**config.mk**
```make
export PLATFORM = sky130hd
export DESIGN_NAME = sd_cmd_responder_flat
export DESIGN_NICKNAME = d
export VERILOG_FILES = /design/src/rtl/sd_cmd_responder_if.sv /design/src/rtl/sd_cmd_responder.sv /design/src/flat_wrapper.sv
export SDC_FILE = /design/constraint.sdc
export NUM_CORES = 1
export LEC_CHECK = 0
export BUFFER_PORTS_ARGS = -buffer_cell sky130_fd_sc_hd__buf_2
export CAP_MARGIN = 20
export CORE_UTILIZATION = 63
export CTS_CLUSTER_SIZE = 25
export DETAILED_ROUTE_END_ITERATION = 8
export PLACE_DENSITY = 0.85
export SLEW_MARGIN = 0
export SYNTH_ARGS = -nofsm -noshare
export SYNTH_HDL_FRONTEND = slang
export SYNTH_SLANG_ARGS = --single-unit
```
**constraint.sdc**
```tcl
create_clock -name sd_clock -period 4.84 [get_ports sd_clock]
set_clock_uncertainty 0.1 [all_clocks]
set_input_delay 0.242 -clock sd_clock [delete_from_list [all_inputs] [get_ports sd_clock]]
set_output_delay 0.242 -clock sd_clock [all_outputs]
set_load 0.01 [all_outputs]
```
**src/rtl/sd_cmd_responder_if.sv**
```systemverilog
// ----------------------------------------------------------------------------
// sd_cmd_responder_if
// Groups the CMD-line signals exchanged between an SD host command path and
// the card-side responder.
//   cmd_from_host : host -> card CMD line, idle high
//   card_status   : R1 status payload offered by the card model
//   cmd_to_host   : card -> host CMD line, idle high
//   cmd_index     : index of the last accepted command
//   cmd_arg       : argument of the last accepted command
//   cmd_valid     : one-cycle pulse, command accepted
//   crc_err       : one-cycle pulse, frame rejected
//   busy          : responder is not idle
// modport slave  : the responder side
// modport master : the host / card-model side driving the responder
// ----------------------------------------------------------------------------
interface sd_cmd_responder_if;
    logic        cmd_from_host;
    logic [31:0] card_status;
    logic        cmd_to_host;
    logic [5:0]  cmd_index;
    logic [31:0] cmd_arg;
    logic        cmd_valid;
    logic        crc_err;
    logic        busy;

    modport slave (
        input  cmd_from_host,
        input  card_status,
        output cmd_to_host,
        output cmd_index,
        output cmd_arg,
        output cmd_valid,
        output crc_err,
        output busy
    );

    modport master (
        output cmd_from_host,
        output card_status,
        input  cmd_to_host,
        input  cmd_index,
        input  cmd_arg,
        input  cmd_valid,
        input  crc_err,
        input  busy
    );
endinterface

```
**src/rtl/sd_cmd_responder.sv**
```systemverilog
// ----------------------------------------------------------------------------
// sd_cmd_responder
// Card-side CMD-line responder. Deserialises a 48-bit host command frame,
// checks transmission bit, end bit and CRC7, publishes index/argument, and
// after NCR idle cycles serialises a 48-bit R1 response carrying card_status.
// Ports:
//   sd_clock : sole clock, rising edge
//   reset    : asynchronous reset, active low
//   bus      : sd_cmd_responder_if.slave (CMD lines, status, decoded fields,
//              cmd_valid / crc_err pulses, busy)
// Parameter:
//   NCR      : idle cycles between command end and response start (2..64)
// ----------------------------------------------------------------------------
module sd_cmd_responder #(
    parameter int NCR = 2
) (
    input  logic                  sd_clock,
    input  logic                  reset,
    sd_cmd_responder_if.slave     bus
);

    typedef enum logic [2:0] {
        S_IDLE,
        S_RECV,
        S_CHECK,
        S_WAIT,
        S_SEND
    } state_t;

    localparam logic [6:0] NCR_LAST = 7'(NCR - 1);

    // Serial CRC7, polynomial x^7 + x^3 + 1.
    function automatic logic [6:0] crc7_step(input logic [6:0] crc, input logic b);
        logic fb;
        fb = b ^ crc[6];
        return {crc[5:3], crc[2] ^ fb, crc[1:0], fb};
    endfunction

    state_t      r_state;
    logic [6:0]  r_cnt;
    logic [46:0] r_rx;       // frame bits 1..47; the start bit is implied
    logic [39:0] r_tx;       // response bits 0..39, MSB goes out first
    logic [6:0]  r_crc;      // shared: receive CRC, then transmit CRC
    logic        r_cmd_to_host;
    logic [5:0]  r_cmd_index;
    logic [31:0] r_cmd_arg;
    logic        r_cmd_valid;
    logic        r_crc_err;
    logic        r_busy;

    logic        w_frame_good;

    // r_rx[46] = transmission bit, r_rx[7:1] = received CRC, r_rx[0] = end bit
    assign w_frame_good = r_rx[46] && r_rx[0] && (r_rx[7:1] == r_crc);

    always_ff @(posedge sd_clock or negedge reset) begin
        if (!reset) begin
            r_state       <= S_IDLE;
            r_cnt         <= '0;
            r_rx          <= '0;
            r_tx          <= '0;
            r_crc         <= '0;
            r_cmd_to_host <= 1'b1;
            r_cmd_index   <= '0;
            r_cmd_arg     <= '0;
            r_cmd_valid   <= 1'b0;
            r_crc_err     <= 1'b0;
            r_busy        <= 1'b0;
        end else begin
            r_cmd_valid <= 1'b0;
            r_crc_err   <= 1'b0;
            case (r_state)
                S_IDLE: begin
                    r_cmd_to_host <= 1'b1;
                    if (!bus.cmd_from_host) begin
                        // A zero start bit leaves a zero CRC, so the
                        // register simply starts from zero at bit 1.
                        r_state <= S_RECV;
                        r_cnt   <= 7'd1;
                        r_crc   <= '0;
                        r_busy  <= 1'b1;
                    end
                end
                S_RECV: begin
                    r_rx <= {r_rx[45:0], bus.cmd_from_host};
                    if (r_cnt < 7'd40) begin
                        r_crc <= crc7_step(r_crc, bus.cmd_from_host);
                    end
                    if (r_cnt == 7'd47) begin
                        r_state <= S_CHECK;
                        r_cnt   <= '0;
                    end else begin
                        r_cnt <= r_cnt + 7'd1;
                    end
                end
                S_CHECK: begin
                    r_cnt <= '0;
                    if (w_frame_good) begin
                        r_cmd_valid <= 1'b1;
                        r_cmd_index <= r_rx[45:40];
                        r_cmd_arg   <= r_rx[39:8];
                        // card_status is captured here so later changes
                        // cannot disturb the response in flight.
                        r_tx        <= {2'b00, r_rx[45:40], bus.card_status};
                        r_crc       <= '0;
                        r_state     <= S_WAIT;
                    end else begin
                        r_crc_err <= 1'b1;
                        r_busy    <= 1'b0;
                        r_state   <= S_IDLE;
                    end
                end
                S_WAIT: begin
                    if (r_cnt == NCR_LAST) begin
                        // This edge drives response bit 0 (the start bit).
                        r_state       <= S_SEND;
                        r_cmd_to_host <= r_tx[39];
                        r_crc         <= crc7_step(r_crc, r_tx[39]);
                        r_tx          <= {r_tx[38:0], 1'b0};
                        r_cnt         <= 7'd1;
                    end else begin
                        r_cnt <= r_cnt + 7'd1;
                    end
                end
                S_SEND: begin
                    // r_cnt is the index of the bit driven on this edge.
                    if (r_cnt == 7'd48) begin
                        r_state       <= S_IDLE;
                        r_cmd_to_host <= 1'b1;
                        r_busy        <= 1'b0;
                        r_cnt         <= '0;
                    end else begin
                        if (r_cnt < 7'd40) begin
                            r_cmd_to_host <= r_tx[39];
                            r_crc         <= crc7_step(r_crc, r_tx[39]);
                            r_tx          <= {r_tx[38:0], 1'b0};
                        end else if (r_cnt < 7'd47) begin
                            r_cmd_to_host <= r_crc[6];
                            r_crc         <= {r_crc[5:0], 1'b0};
                        end else begin
                            r_cmd_to_host <= 1'b1;
                        end
                        r_cnt <= r_cnt + 7'd1;
                    end
                end
                default: begin
                    r_state       <= S_IDLE;
                    r_cmd_to_host <= 1'b1;
                    r_busy        <= 1'b0;
                    r_cnt         <= '0;
                end
            endcase
        end
    end

    assign bus.cmd_to_host = r_cmd_to_host;
    assign bus.cmd_index   = r_cmd_index;
    assign bus.cmd_arg     = r_cmd_arg;
    assign bus.cmd_valid   = r_cmd_valid;
    assign bus.crc_err     = r_crc_err;
    assign bus.busy        = r_busy;

endmodule

```
**src/flat_wrapper.sv**
```systemverilog
// flat-port wrapper written by rule: the top's interface ports become plain ports
module sd_cmd_responder_flat 
#(
    parameter int NCR = 2
)
  (sd_clock, reset, bus_cmd_from_host, bus_card_status, bus_cmd_to_host, bus_cmd_index, bus_cmd_arg, bus_cmd_valid, bus_crc_err, bus_busy);
  sd_cmd_responder_if bus_i ();
  input  logic sd_clock;
  input  logic reset;
  input wire logic [$bits(bus_i.cmd_from_host)-1:0] bus_cmd_from_host;
  input wire logic [$bits(bus_i.card_status)-1:0] bus_card_status;
  output wire logic [$bits(bus_i.cmd_to_host)-1:0] bus_cmd_to_host;
  output wire logic [$bits(bus_i.cmd_index)-1:0] bus_cmd_index;
  output wire logic [$bits(bus_i.cmd_arg)-1:0] bus_cmd_arg;
  output wire logic [$bits(bus_i.cmd_valid)-1:0] bus_cmd_valid;
  output wire logic [$bits(bus_i.crc_err)-1:0] bus_crc_err;
  output wire logic [$bits(bus_i.busy)-1:0] bus_busy;
  assign bus_i.cmd_from_host = bus_cmd_from_host;
  assign bus_i.card_status = bus_card_status;
  assign bus_cmd_to_host = bus_i.cmd_to_host;
  assign bus_cmd_index = bus_i.cmd_index;
  assign bus_cmd_arg = bus_i.cmd_arg;
  assign bus_cmd_valid = bus_i.cmd_valid;
  assign bus_crc_err = bus_i.crc_err;
  assign bus_busy = bus_i.busy;
  sd_cmd_responder #(.NCR(NCR)) u_core (.sd_clock(sd_clock), .reset(reset), .bus(bus_i));
endmodule
```
[Word level (Yosys, flattened, before mapping)]
Index checks and enable logic that the tools add are counted.
Storage, ports and cells
  logic and storage cells: 88
  memories kept: 0
  bits in read-only memories: 0
  output and inout bits: 42
  latch bits: 0
  memory bits (writable): 0
  flip-flop bits (word level): 146
Cells by class
  multiplexer cells: 37
  equal/unequal tests: 18
  divide/modulo/power cells: 0
  bitwise gates (word level): 6
  add/sub/neg operators: 1
  $lt $le $gt $ge: 2
  multipliers: 0
  reductions and logical operators: 13
  shifts and indexed selects: 0
Operators with widths (count)
  2-to-1 mux 40 bit: 4
  one-hot mux 40 bit (3 select lines): 1
  2-to-1 mux 7 bit: 11
  one-hot mux 7 bit (5 select lines): 1
  one-hot mux 7 bit (4 select lines): 1
  one-hot mux 3 bit (5 select lines): 1
  == test 7 x 6 -> 1 bit (second input constant): 2
  < comparator 7 x 6 -> 1 bit (second input constant): 2
  2-to-1 mux 3 bit: 4
  != test 2 x 1 -> 1 bit (second input constant): 6
  2-to-1 mux 1 bit: 11
  AND reduction 4 bit: 2
  adder 7 x 1 -> 7 bit (second input constant): 1
  == test 7 x 1 -> 1 bit (second input constant): 1
  == test 7 bit: 1
  AND reduction 7 bit: 1
  == test 3 x 2 -> 1 bit (second input constant): 2
  != test 2 bit (second input constant): 3
  AND reduction 5 bit: 1
  nonzero test 5 bit: 1
  one-hot mux 1 bit (4 select lines): 1
  AND reduction 2 bit: 2
  OR reduction 2 bit: 2
  bitwise XOR 1 bit: 4
  9 further kinds: 11

[Logic depth before layout (Yosys ltp)]
Gate-level depths: netlist of run 1.
  depth in word-level cells: 5
  mapped depth: 8
  depth with buffers taken out: 7

[Least setup slack after synthesis of run 1]
No wires, ideal clock.
  path type: register -> register
  from: register u_core.r_crc[2]
  to: register u_core.r_cmd_arg[0] (netlist: u_core.bus.cmd_arg[0])
  path slack: 2.620 ns
  data required time: 4.615 ns
  setup time: 0.125 ns
  arrival: 1.995 ns
  cell stages (with the launch flop): 7
  path buffers: 2
  period minus slack after synthesis: 2.220 ns
  cells stage by stage: dfrtp_1 xor2_1 or4_4 or3_1 buf_6 buf_12 mux2_4
On the way
  longest elaborated chain between the ends: 3
Ends and longest elaborated chain
  from (decl): RTL line sd_cmd_responder.sv:43  | logic [6:0] r_crc;
  from (signal assigned): RTL line sd_cmd_responder.sv:87  | r_crc <= crc7_step(r_crc, bus.cmd_from_host);
  from (signal assigned): RTL line sd_cmd_responder.sv:118  | r_crc <= crc7_step(r_crc, r_tx[39]);
  from (signal assigned): RTL line sd_cmd_responder.sv:135  | r_crc <= crc7_step(r_crc, r_tx[39]);
  == test 7 bit: RTL line sd_cmd_responder.sv:54  | assign w_frame_good = r_rx[46] && r_rx[0] && (r_rx[7:1] == r_crc);
  logical AND 1 bit: RTL line sd_cmd_responder.sv:54
  AND reduction 2 bit (no line)
  to (signal assigned): RTL line sd_cmd_responder.sv:101  | r_cmd_arg <= r_rx[39:8];
  to (decl): RTL line sd_cmd_responder.sv:46  | logic [31:0] r_cmd_arg;
No other way between the ends.
A chain may end at the register's enable or synchronous reset.

[Final worst setup path of run 1]
  from: register u_core.r_state[1]
  to: register u_core.r_cmd_arg[4] (netlist: u_core.bus.cmd_arg[4])
On the way
  longest elaborated chain between the ends: 2
Ends and longest elaborated chain
  from (decl): RTL line sd_cmd_responder.sv:39  | state_t r_state;
  from (signal assigned): RTL line sd_cmd_responder.sv:58  | r_state <= S_IDLE;
  from (signal assigned): RTL line sd_cmd_responder.sv:78  | r_state <= S_RECV;
  from (signal assigned): RTL line sd_cmd_responder.sv:90  | r_state <= S_CHECK;
  == test 3 x 2 -> 1 bit: RTL line sd_cmd_responder.sv:72  | case (r_state)
  AND reduction 2 bit (no line)
No other way between the ends.

==> impl_metrics.toml, run 1 <==
[status]
status = "complete, no violations"

[cts]
tritoncts_clock_tree = "yes"
clock_sinks = 146
cts_buffers = 17
max-clock-path-buffers = 2
postCtsResizedCells = 0
clk_pin_slew_worst_paths_ns = 0.07
clock_network_latency_to_the_later_pin_of_the_worst_skew_pair_ns = 0.51
cts.repair_timing.setup_buffer_count = 0
clock_tree.root_cell = "clkbuf_8"
ctsHtreeMaxLevel = 4
hold_buffers = 31

[logic_synthesis]
synth.yosys.seq_area_share = 0.5525
synth.top_cells.by_area = "dfrtp_1 (55%), mux2_2 (21%), mux2_4 (8.2%)"
syn_avg_cell_area_um2 = 14.10
netlist_top_cells_count = "dfrtp_1 (145), mux2_2 (124), mux2_4 (36), nand2_1 (21), inv_1 (14)"
synth_warnings = 0
synth_edf_count = 0
postSynthRegisterBits = 146
postSynthNetCount = 507
synthDistinctLibCells = 48
asyncSetResetFlopFracSynth = 1.000
synth_area_um2 = 6615
netlist.top_cell.by_area = "dfrtp_1"
synth_flop_cell = "dfrtp_1"
synthDominantCellAreaShare = 0.5485
yosys.cell_count.top_type = "dfrtp_1"
synthesis.instances = 469

[timing]
timing.fmax_mhz = 374.0
timing.final.hold_violations = 0
final.setup.tns_ns = 0
rsz0062_at_grt = "no"
setup_viol_count_final = 0
final_min_period_over_clock_period = 0.5525
slew_headroom = 0.4112
worstMarginPinSlew_ns = 0.8832
maxSlewViolCount = 0
period_needed_ns = 2.674

[final_layout]
stdcell_area_um2 = 7926
proportion_of_layout_cells_with_a_drive_suffix_above_1 = 0.4769
diodes = 0
area_growth_pct = 19.82
postLayoutCoreUtil = 0.7747
num-nets-final = 610

[power]
power_per_cell_area_nw_per_um2 = 329.1
leakage_nw = 3.932
design_power_total_mw = 2.609
ir_drop_mv = 0.2245

[global_routing]
antenna_found_initial = 0
grt-ovfl-total = 0
overall_fraction_of_global_route_tracks_in_use = 0.2440
vias_in_the_first_global_route = 4238
pin_count_of_the_biggest_net_entering_global_routing = 100
grt_first_pass_wirelength_mm = 20.84

[detailed_routing]
detailroute.via_count = 4005
drc_violations = 0
average_via_count_per_standard_cell = 5.555
firstDrtPassIters = 4
drt_iter0_markers = 185
drt_wl_total_mm = 12.37
wl_per_cell_um = 17.16
antenna_left = 0

[floorplanning]
core_area_um2 = 10230
die_y_extent_um = 104.5
io-pin-count = 77
die-width_um = 104.5
initial_utilization = 0.6466
fp.dieArea_um2 = 10910
count_of_standard_cell_rows = 37

[placed_design]
hpwlAfterDp_mm = 7.494
globalplace.congestion = 0.8995
numPortBuffers = 76
postPlaceCellArea_um2 = 7034

[critical_path]
timing.setup.critical_path_class = "reg -> reg"
crit_path_start_kind = "flip-flop"
end_kind = "flip-flop"
timing.critical_path.arrival_ns = 2.97
critical_path.max_fanout = 39
wp_data_required_ns = 5.13

[min_path]
worst_hold_path_type = "in -> reg"

[run]
max_cap_viol_count = 0
-- state kept, by name (all words and copies together) (netlist names), 3 cells and up --
register and flops:
u_core.r_cnt 7, u_core.r_crc 7, u_core.r_rx 47, u_core.r_state 3, u_core.bus.cmd_arg 32, u_core.r_tx 40, u_core.bus.cmd_index 6
-- report_power, final --
group          internal (mW)  switching, mW  total, mW
registers               1.25         0.0241       1.28
clock network          0.656          0.562       1.22
logic                 0.0655         0.0477      0.113
-- metal layers --
layer,vias up,global-route usage,part of all wire
li1,1897,-,-
met1,1996,0.3216,0.45
met2,98,0.4130,0.51
met3,14,0.04323,0.031
met4,0,0.07551,0.0099
met5,-,0,0
-- layout make-up --
type,instances,area [um2]
clock buffers,17,414.1
well taps,136,170.2
inverters,14,52.55
clock inverters,15,140.1
repair buffers,112,754.5
fillers,626,2305
multi-input cells,281,2740
flip-flops and latches,146,3655
-- worst max-delay path: stages, from the launching register on --
cell	delay, ns
dfrtp_1	0.61
inv_1	0.16
or3_1	0.34
or3_2	0.56
buf_4	0.38
mux2_4	0.38
-- placed cells by master, fill, tap and decap left out, types with 7 or more instances in the layout --
| master | n |
|---|---|
| buf_2 | 75 |
| clkbuf_16 | 16 |
| dfrtp_1 | 145 |
| dlygate4sd3_1 | 31 |
| inv_1 | 14 |
| inv_6 | 7 |
| mux2_2 | 124 |
| mux2_4 | 36 |
| mux2i_1 | 9 |
| nand2_1 | 21 |
| nand3_1 | 8 |
| o21ai_0 | 8 |
-- worst paths after layout --
path,start,endpoint,depth (start not counted),slack [ns]
min in group asynchronous,reset,u_core.bus.cmd_arg[4],2,0.31
worst min-delay path,bus_card_status[3],u_core.r_tx[3],3,0.02
worst max register to register,u_core.r_state[1],u_core.bus.cmd_arg[4],5,2.17
worst max-delay path,u_core.r_state[1],u_core.bus.cmd_arg[4],5,2.17
worst min register to register,u_core.bus.cmd_arg[23],u_core.bus.cmd_arg[23],1,0.40
max in group asynchronous,reset,u_core.bus.cmd_index[1],3,3.19
-- through the flow --
stage               cells  setup WS (ns)  hold WS, ns
floorplan             469          2.620      -0.1536
global placement      657          1.895       0.2900
detailed placement    657          1.852       0.3003
CTS                   720          1.811    0.0001703
global route          721          1.934      0.01531
finish                721          2.166      0.01989
-- cell families after synthesis --
kind of cell               count (synthesis)  synth area share
AOI/OAI and AO/OA                         38           0.03859
xor gates and xnor gates                   9           0.01192
adders and majority gates                  3          0.005675
buffers and inverters                     42           0.03537
DFF                                      146            0.5525
muxes                                    170            0.3081
and+or+nand+nor                           61           0.04786
Note: power is estimated with default switching activity, not from simulation.
==> inputs of run 2 (changes only) <==
--- a/config.mk
+++ b/config.mk
@@ -7,10 +7,10 @@
 export LEC_CHECK = 0
 export BUFFER_PORTS_ARGS = -buffer_cell sky130_fd_sc_hd__buf_2
 export CAP_MARGIN = 20
-export CORE_UTILIZATION = 63
+export CORE_UTILIZATION = 58
 export CTS_CLUSTER_SIZE = 25
 export DETAILED_ROUTE_END_ITERATION = 8
-export PLACE_DENSITY = 0.85
+export PLACE_DENSITY = 0.79
 export SLEW_MARGIN = 0
 export SYNTH_ARGS = -nofsm -noshare
 export SYNTH_HDL_FRONTEND = slang
==> constraint.sdc (replaced) <==
create_clock -name sd_clock -period 2.8 [get_ports sd_clock]
set_clock_uncertainty 0.1 [all_clocks]
set_input_delay 0.14 -clock sd_clock [delete_from_list [all_inputs] [get_ports sd_clock]]
set_output_delay 0.14 -clock sd_clock [all_outputs]
set_load 0.01 [all_outputs]
==> run 2 against run 1 <==
Wire length fell by 1.4%; clock power is 70% higher; non-clock buffer count rose by 7; fmax is 7.5% higher; critical path depth grew 2; worst setup slack lost 1.9 ns; first-iteration DRC count is 35% higher; sequential power up 73%; via count up 1.3%; core utilization is 4.4 points lower; flip-flop and latch count is the same; final cell count grew 1.4%.
==> impl_metrics.toml, run 2 (same netlist as run 1, synthesis figures left out) <==
[critical_path]
critical_path.max_fanout = 8
end_kind = "flip-flop"
crit_path_start_kind = "flip-flop"
r2r_start = "u_core.r_cnt[1]"
timing.critical_path.arrival_ns = 2.66
timing.setup.critical_path_class = "reg -> reg"
reg2reg_depth = 7
crit_start = "u_core.r_cnt[1]"
wp_data_required_ns = 2.98

[detailed_routing]
drc_violations = 0
detailroute.via_count = 4059
wl_per_cell_um = 16.68
average_via_count_per_standard_cell = 5.553
drt_iter0_markers = 250
antenna_left = 0
firstDrtPassIters = 4
drt_wl_total_mm = 12.19

[floorplanning]
die-width_um = 108.8
core_area_um2 = 10980
die_y_extent_um = 108.8
io-pin-count = 77
initial_utilization = 0.6023
fp.dieArea_um2 = 11840
count_of_standard_cell_rows = 38

[timing]
rsz0062_at_grt = "no"
final_min_period_over_clock_period = 0.8880
maxSlewViolCount = 0
worstMarginPinSlew_ns = 0.7849
timing.final.ws_setup_ns = 0.3135
slew_headroom = 0.4722
timing.final.hold_violations = 0
timing.fmax_mhz = 402.2
setup_viol_count_final = 0
period_needed_ns = 2.486
final.setup.tns_ns = 0

[power]
seq_power_share = 0.494
power.internal_mw = 3.485
ir_drop_mv = 0.4615
leakage_nw = 3.970
comb_power_share = 0.044
switchingPower_mw = 0.9899
net_sw_frac = 0.2212
power_per_cell_area_nw_per_um2 = 557.8
pwr-share-clk = 0.462

[cts]
max-clock-path-buffers = 2
clk_pin_slew_worst_paths_ns = 0.06
clock_network_latency_to_the_later_pin_of_the_worst_skew_pair_ns = 0.42
tritoncts_clock_tree = "yes"
ctsHtreeMaxLevel = 4
clock_tree.root_cell = "clkbuf_16"
cts_buffers = 17
clock_sinks = 146

[final_layout]
largest_reg_by_ff_count = "u_core.r_rx"
diodes = 0
layout.cells.most_common_list = "dfrtp_1 (145), mux2_2 (124), buf_2 (75)"
mostFrequentLayoutCell = "dfrtp_1"
proportion_of_layout_cells_with_a_drive_suffix_above_1 = 0.4788
postLayoutCoreUtil = 0.7305
stdcell_area_um2 = 8023
max_ffs_per_register = 47
finalNonFillerCells = 731
num-nets-final = 617
area_growth_pct = 21.28

[global_routing]
grt-ovfl-total = 0
overall_fraction_of_global_route_tracks_in_use = 0.2276
grt_first_pass_wirelength_mm = 20.42
antenna_found_initial = 0
vias_in_the_first_global_route = 4171
pin_count_of_the_biggest_net_entering_global_routing = 71

[status]
status = "complete, no violations"

[min_path]
worstHoldPathCells = 3
worstHoldStart = "bus_card_status[11]"
worst_hold_path_type = "in -> reg"

[placed_design]
hpwlAfterDp_mm = 7.738
dp_worst_setup_slack_ns = 0.3579
post-place-cells = 667
numPortBuffers = 76
postPlaceCellArea_um2 = 7147
globalplace.congestion = 0.8706

[run]
max_cap_viol_count = 0
-- run 2: worst paths after layout --
path | end | slack, ns
max reg2reg | u_core.r_cnt[5] | 0.31
min in group asynchronous | u_core.bus.cmd_arg[19] | 0.19
min | u_core.r_tx[11] | 0.02
max in group asynchronous | u_core.bus.cmd_arg[31] | 1.69
max | u_core.r_cnt[5] | 0.31
min reg2reg | u_core.r_tx[35] | 0.40
-- run 2: layout make-up --
cell class / count / area (um2)
fill: 699 / 2960
multi-input combinational: 281 / 2740
timing repair buffer: 119 / 854.6
inverter: 14 / 52.55
clock buffer: 20 / 466.7
sequential: 146 / 3655
tap: 140 / 175.2
clock inverter: 11 / 78.83
-- run 2: what timing repair did --
action,4_1_cts,5_1_grt
buffers inserted,0,0
hold endpoints to repair,100,0
gates resized for setup,0,0
hold buffers,33,0
-- run 2: power groups by stage --
stage	registers (mW)	clock network [mW]	logic (mW)
after floorplan	2.23	0	0.0826
after global routing	2.22	2.20	0.222
final	2.21	2.07	0.198
after global placement	2.24	0	0.156
after detailed placement	2.25	0	0.164
after CTS	2.21	2.10	0.200
-- run 2: metrics by stage --
| stage | power [mW] | hold WS [ns] |
|---|---|---|
| 2_1_floorplan | 2.314 | -0.2556 |
| 3_3_place_gp | 2.398 | 0.08345 |
| 3_5_place_dp | 2.410 | 0.08614 |
| 4_1_cts | 4.509 | 0.009077 |
| 5_1_grt | 4.634 | 0.007032 |
| 6_report | 4.475 | 0.01938 |
-- run 2: critical path: stages, from the launching register on --
cell and delay, ns:
dfrtp_1 0.42, inv_1 0.12, ha_1 0.15, nand4b_1 0.12, o31ai_1 0.67, o21ai_1 0.39
a41oi_1 0.31, a31oi_1 0.06
-- run 2: layer usage --
metal	GRT usage	vias up	routed length, um
met3	0.05320	16	444
li1	-	1901	-
met1	0.2838	2038	5324
met5	0	-	0
met2	0.3829	104	6207
met4	0.09073	0	215
